### config.mk
export PLATFORM = sky130hd
export DESIGN_NAME = fir_output_stage
export DESIGN_NICKNAME = d
export VERILOG_FILES = /design/src/rtl/fir_output_stage.sv
export SDC_FILE = /design/constraint.sdc
export NUM_CORES = 1
export LEC_CHECK = 0
export BUFFER_PORTS_ARGS = -buffer_cell sky130_fd_sc_hd__buf_2
export CORE_MARGIN = 1
export CORE_UTILIZATION = 43
export CTS_CLUSTER_SIZE = 12
export DETAILED_ROUTE_END_ITERATION = 12
export GPL_ROUTABILITY_DRIVEN = 0
export HOLD_SLACK_MARGIN = 0.05
export SLEW_MARGIN = 25
export SYNTH_ARGS = -nofsm -noshare
export SYNTH_HDL_FRONTEND = slang
export SYNTH_SLANG_ARGS = --single-unit
### constraint.sdc
create_clock -name clk3 -period 8.3 [get_ports clk3]
set_clock_uncertainty 0.1 [all_clocks]
set_input_delay 1.245 -clock clk3 [delete_from_list [all_inputs] [get_ports clk3]]
set_output_delay 1.245 -clock clk3 [all_outputs]
set_load 0.005 [all_outputs]
### src/rtl/fir_output_stage.sv
`default_nettype none
// ============================================================================
// Module      : fir_output_stage
// Description : Rounds and saturates FIR accumulator results to output samples,
//               buffers them in a small FIFO and streams them out over
//               valid/ready. Keeps saturating debug counters for clipped and
//               dropped results, plus a sticky overflow flag.
// Revision    : 1.0 - initial release
// ============================================================================
module fir_output_stage #(
    parameter int IN_W  = 32,
    parameter int OUT_W = 16,
    parameter int SHIFT = 15,
    parameter int DEPTH = 4,
    parameter int CNT_W = 8
) (
    input  logic                    clk3,
    input  logic                    reset,
    input  logic signed [IN_W-1:0]  sum_in,
    input  logic                    sum_valid,
    output logic signed [OUT_W-1:0] out_data,
    output logic                    out_valid,
    input  logic                    out_ready,
    output logic                    fifo_full,
    output logic [CNT_W-1:0]        sat_count,
    output logic [CNT_W-1:0]        drop_count,
    output logic                    overflow
);

    localparam int EXT_W = IN_W + 1;
    localparam int PTR_W = $clog2(DEPTH);

    // Output range limits expressed in the widened arithmetic domain.
    localparam logic signed [EXT_W-1:0] C_MAX   = EXT_W'((64'sd1 <<< (OUT_W - 1)) - 64'sd1);
    localparam logic signed [EXT_W-1:0] C_MIN   = ~C_MAX;
    localparam logic [PTR_W:0]          C_DEPTH = (PTR_W + 1)'(DEPTH);

    // ------------------------------------------------------------------
    // Stage 1: round / shift / saturate (combinational part)
    // ------------------------------------------------------------------
    // One guard bit so adding the rounding constant to the most positive
    // input cannot wrap.
    logic signed [EXT_W-1:0] w_sum_ext;
    logic signed [EXT_W-1:0] w_rounded;
    logic                    w_clip_hi;
    logic                    w_clip_lo;
    logic [OUT_W-1:0]        w_sample;

    assign w_sum_ext = {sum_in[IN_W-1], sum_in};

    generate
        if (SHIFT > 0) begin : g_round
            localparam logic signed [EXT_W-1:0] C_HALF = EXT_W'(64'sd1 <<< (SHIFT - 1));
            // Adding one half then flooring rounds half toward +inf.
            assign w_rounded = (w_sum_ext + C_HALF) >>> SHIFT;
        end else begin : g_no_round
            assign w_rounded = w_sum_ext;
        end
    endgenerate

    assign w_clip_hi = (w_rounded > C_MAX);
    assign w_clip_lo = (w_rounded < C_MIN);
    assign w_sample  = w_clip_hi ? C_MAX[OUT_W-1:0] :
                       w_clip_lo ? C_MIN[OUT_W-1:0] :
                                   w_rounded[OUT_W-1:0];

    logic [OUT_W-1:0] r_p_data;
    logic             r_p_valid;
    logic [CNT_W-1:0] r_sat_count;

    // Pipeline register holding the rounded sample and its valid flag.
    always_ff @(posedge clk3 or posedge reset) begin
        if (reset) begin
            r_p_data  <= '0;
            r_p_valid <= 1'b0;
        end else begin
            r_p_valid <= sum_valid;
            if (sum_valid) begin
                r_p_data <= w_sample;
            end
        end
    end

    // Saturation counter: counts clipped results, sticks at all-ones.
    always_ff @(posedge clk3 or posedge reset) begin
        if (reset) begin
            r_sat_count <= '0;
        end else if (sum_valid && (w_clip_hi || w_clip_lo) && (r_sat_count != '1)) begin
            r_sat_count <= r_sat_count + CNT_W'(1);
        end
    end

    // ------------------------------------------------------------------
    // Stage 2: FIFO
    // ------------------------------------------------------------------
    logic [OUT_W-1:0] r_mem [DEPTH];
    logic [PTR_W-1:0] r_wr_ptr;
    logic [PTR_W-1:0] r_rd_ptr;
    logic [PTR_W:0]   r_count;
    logic [CNT_W-1:0] r_drop_count;
    logic             r_overflow;

    logic w_full;
    logic w_not_empty;
    logic w_pop;
    logic w_room;
    logic w_push;
    logic w_drop;

    assign w_full      = (r_count == C_DEPTH);
    assign w_not_empty = (r_count != '0);
    assign w_pop       = w_not_empty && out_ready;
    // A pop in the same cycle frees the slot the push needs.
    assign w_room      = !w_full || w_pop;
    assign w_push      = r_p_valid && w_room;
    assign w_drop      = r_p_valid && !w_room;

    // Sample storage; cleared on reset so the head reads zero afterwards.
    always_ff @(posedge clk3 or posedge reset) begin
        if (reset) begin
            for (int i = 0; i < DEPTH; i++) begin
                r_mem[i] <= '0;
            end
        end else if (w_push) begin
            r_mem[r_wr_ptr] <= r_p_data;
        end
    end

    // Read/write pointers wrap naturally; count tracks occupancy.
    always_ff @(posedge clk3 or posedge reset) begin
        if (reset) begin
            r_wr_ptr <= '0;
            r_rd_ptr <= '0;
            r_count  <= '0;
        end else begin
            if (w_push) begin
                r_wr_ptr <= r_wr_ptr + PTR_W'(1);
            end
            if (w_pop) begin
                r_rd_ptr <= r_rd_ptr + PTR_W'(1);
            end
            if (w_push && !w_pop) begin
                r_count <= r_count + (PTR_W + 1)'(1);
            end else if (w_pop && !w_push) begin
                r_count <= r_count - (PTR_W + 1)'(1);
            end
        end
    end

    // Drop counter and sticky overflow flag for results lost to a full FIFO.
    always_ff @(posedge clk3 or posedge reset) begin
        if (reset) begin
            r_drop_count <= '0;
            r_overflow   <= 1'b0;
        end else if (w_drop) begin
            r_overflow <= 1'b1;
            if (r_drop_count != '1) begin
                r_drop_count <= r_drop_count + CNT_W'(1);
            end
        end
    end

    assign out_data   = r_mem[r_rd_ptr];
    assign out_valid  = w_not_empty;
    assign fifo_full  = w_full;
    assign sat_count  = r_sat_count;
    assign drop_count = r_drop_count;
    assign overflow   = r_overflow;

endmodule
`default_nettype wire

==> results_dict.tcl <==
set metrics [dict create \
    outcome "finished clean" \
    initial_core_util 0.450 \
    postLayoutCellArea_mm2 0.00566 \
    drive_gt1_frac 0.338 \
    rsz0062_at_grt "no" \
    finalSetupViolCount 0 \
    crit_family "flip-flops" \
    final_util 0.513 \
    power.density_mw_per_mm2 342 \
    ys_seq_area_frac 0.530 \
    clock-sinks 105 \
    syn_to_final_growth_pct 14.0 \
    critPathMaxFanout 17 \
    wl_per_cell_um 16.4 \
    viasPerCell 5.40 \
    cts_tree "done" \
    diodes 0 \
    async_reset_ff_frac 1.00 \
    holdBufCountCts 0 \
    synth_common_cells "105 x dfrtp_1, 55 x mux2_2, 32 x nand2_1" \
    cp-start-kind "flip-flop" \
    grt_pass1_vias 3195 \
    r2r-start "r_count[1]$_DFFE_PP0P_" \
    critPathLaunch "r_rd_ptr[1]$_DFFE_PP0P_" \
    drv_cap 0 \
    slowest_stage "dfrtp_1" \
    fin_tns_setup_ns 0 \
    arrival_ns 1.88 \
    synth_area_per_cell_um2 12.5 \
    detail-route-antenna-nets 0 \
    drt_wl_total_mm 9.76 \
    fmax_mhz 310 \
    r2r_end "r_mem[44]$_DFFE_PP0P_" \
    die_height_um 109 \
    period_share 0.388 \
    clk_latency_ns 0.35 \
    grt_max_degree 76 \
    finalCriticalPeriod_ns 3.22 \
    syn-num-nets 443 \
    power_mw 1.94 \
    yosysWarnings 0 \
    ys_ff_latch 105 \
    crit_chain "mux4_2 -> buf_2" \
    critPathCapture "out_data[13]" \
    multi_input_area_mm2 0.00222 \
    drc 0 \
    synth_area_leaders "dfrtp_1 53%, mux2_2 12%, mux4_2 7.3%" \
    ys_types 46 \
    hold_class "reg2reg" \
    seq_area_mm2 0.00263 \
    clockBufferDepth 2 \
    synth_top_flop_cell "dfrtp_1" \
    ios 71 \
    post-synth-top-count-cell "dfrtp_1" \
    cts.clk_slew.worst_paths_ns 0.06 \
    cp.depth 2 \
    peakVddDrop_mv 0.187 \
    worst-path-buf-inv 1 \
    dp.final_hpwl_mm 6.53 \
    r2r_slack_ns 5.77 \
    antenna_found_initial 0 \
    max-slew-margin-rel 0.378 \
    io_buffers 56 \
    cts_resized 0 \
    cts_root_buffer "clkbuf_16" \
    synth_top_area_share 0.530 \
    die_w_um 109 \
    synth_edf_count 0 \
    postPlaceCellArea_mm2 0.00536 \
    critPathRequiredTime_ns 6.95 \
    slew_violations 0 \
    syn-instance-count 398 \
    grt_first_pass_wirelength_mm 16.5 \
    power_leakage_nw 2.44 \
    worstRegToRegCells 4 \
    yosysTopAreaCell "dfrtp_1" \
    vias 3220 \
    hold_violations 0 \
    n_fill_cell 991 \
    coreArea_mm2 0.0110 \
    die-area_mm2 0.0120 \
    tightest_slew_ns 0.931 \
    drtIter0Drc 124 \
    fin_nets 497 \
    critPathKind "reg2out" \
    htree_levels 3 \
    num_rows 38 \
    post_cts_buffers 0 \
    endpoint_kind "output pin" \
    cp_slowest_stage_delay_ns 0.95 \
    grt_usage 0.186 \
    synthesis.area_mm2 0.00496 \
    cts_made_buffers 9 \
    gr-total-overflow 0 \
    dr.pass1.iters 4 \
]
through the flow:
step,setup WS [ns],hold slack (ns),cells
floorplan,4.19,0.345,398
detailed placement,4.85,0.358,581
finish,5.08,0.364,596
CTS,5.05,0.376,596
global placement,4.86,0.351,581
global route,4.99,0.396,596
flip-flops by register name, summed over array words and instances, names as in the netlist:
| signal | cells |
|---|---|
| overflow | 1 |
| r_count | 3 |
| sat_count | 8 |
| r_rd_ptr | 2 |
| r_wr_ptr | 2 |
| r_mem | 64 |
| r_p_valid | 1 |
| drop_count | 8 |
| r_p_data | 16 |
worst min-delay path by stage:
stage / start / end / slack (ns) / cells past startpoint
final: overflow$_DFFE_PP0P_ / overflow$_DFFE_PP0P_ / 0.36 / 1
after CTS: overflow$_DFFE_PP0P_ / overflow$_DFFE_PP0P_ / 0.38 / 1
after global placement: overflow$_DFFE_PP0P_ / overflow$_DFFE_PP0P_ / 0.35 / 1
after global routing: overflow$_DFFE_PP0P_ / overflow$_DFFE_PP0P_ / 0.40 / 1
after floorplan: r_mem[16]$_DFFE_PP0P_ / r_mem[16]$_DFFE_PP0P_ / 0.34 / 2
after detailed placement: overflow$_DFFE_PP0P_ / overflow$_DFFE_PP0P_ / 0.36 / 1
per-layer routing:
layer / global-route usage / up-vias / wire length (um)
li1: - / 1529 / -
met1: 0.240 / 1631 / 4570
met2: 0.302 / 50 / 4680
met3: 0.0533 / 10 / 360
met4: 0.0629 / 0 / 146
met5: 0 / - / 0
layout make-up:
class,count,share of cell area
well taps,140,0.0310
multi-input cells,267,0.392
flip-flops and latches,105,0.464
clock buffers,9,0.0398
repair buffers,58,0.0528
inverters,11,0.00774
clock inverters,6,0.0122
cell families (layout without fill, tap and decap cells):
family / after synthesis / after routing / synth area share
AND/OR/NAND/NOR: 97 / 97 / 0.0973
buffers and inverters: 26 / 84 / 0.0232
XOR/XNOR: 33 / 33 / 0.0582
flip-flops: 105 / 105 / 0.530
AO/OA/AOI/OAI: 56 / 56 / 0.0681
multiplexers: 72 / 72 / 0.199
adder cells (fa/ha/maj): 9 / 9 / 0.0242
cells in the final DEF (no fill, tap or decap), types with 16 or more instances in the layout:
master,synthesis,layout
xnor2_1,16,16
nor2_1,24,24
a21oi_1,24,24
buf_2,5,56
nand2_1,32,32
xor2_1,17,17
o21ai_0,18,18
dfrtp_1,105,105
mux4_2,16,16
mux2_2,55,55
worst reg2reg max path: cells and delay by family (launching register included):
family,cells,cell delay (ns)
DFF,1,0.44
muxes,1,0.42
and+or+nand+nor,3,1.46
power breakdown:
group,internal [mW],switching [mW],total (mW)
combinational,0.390,0.266,0.656
clock,0.234,0.189,0.422
sequential,0.715,0.142,0.857
total,1.34,0.597,1.94
Note: power is estimated with default switching activity, not from simulation.
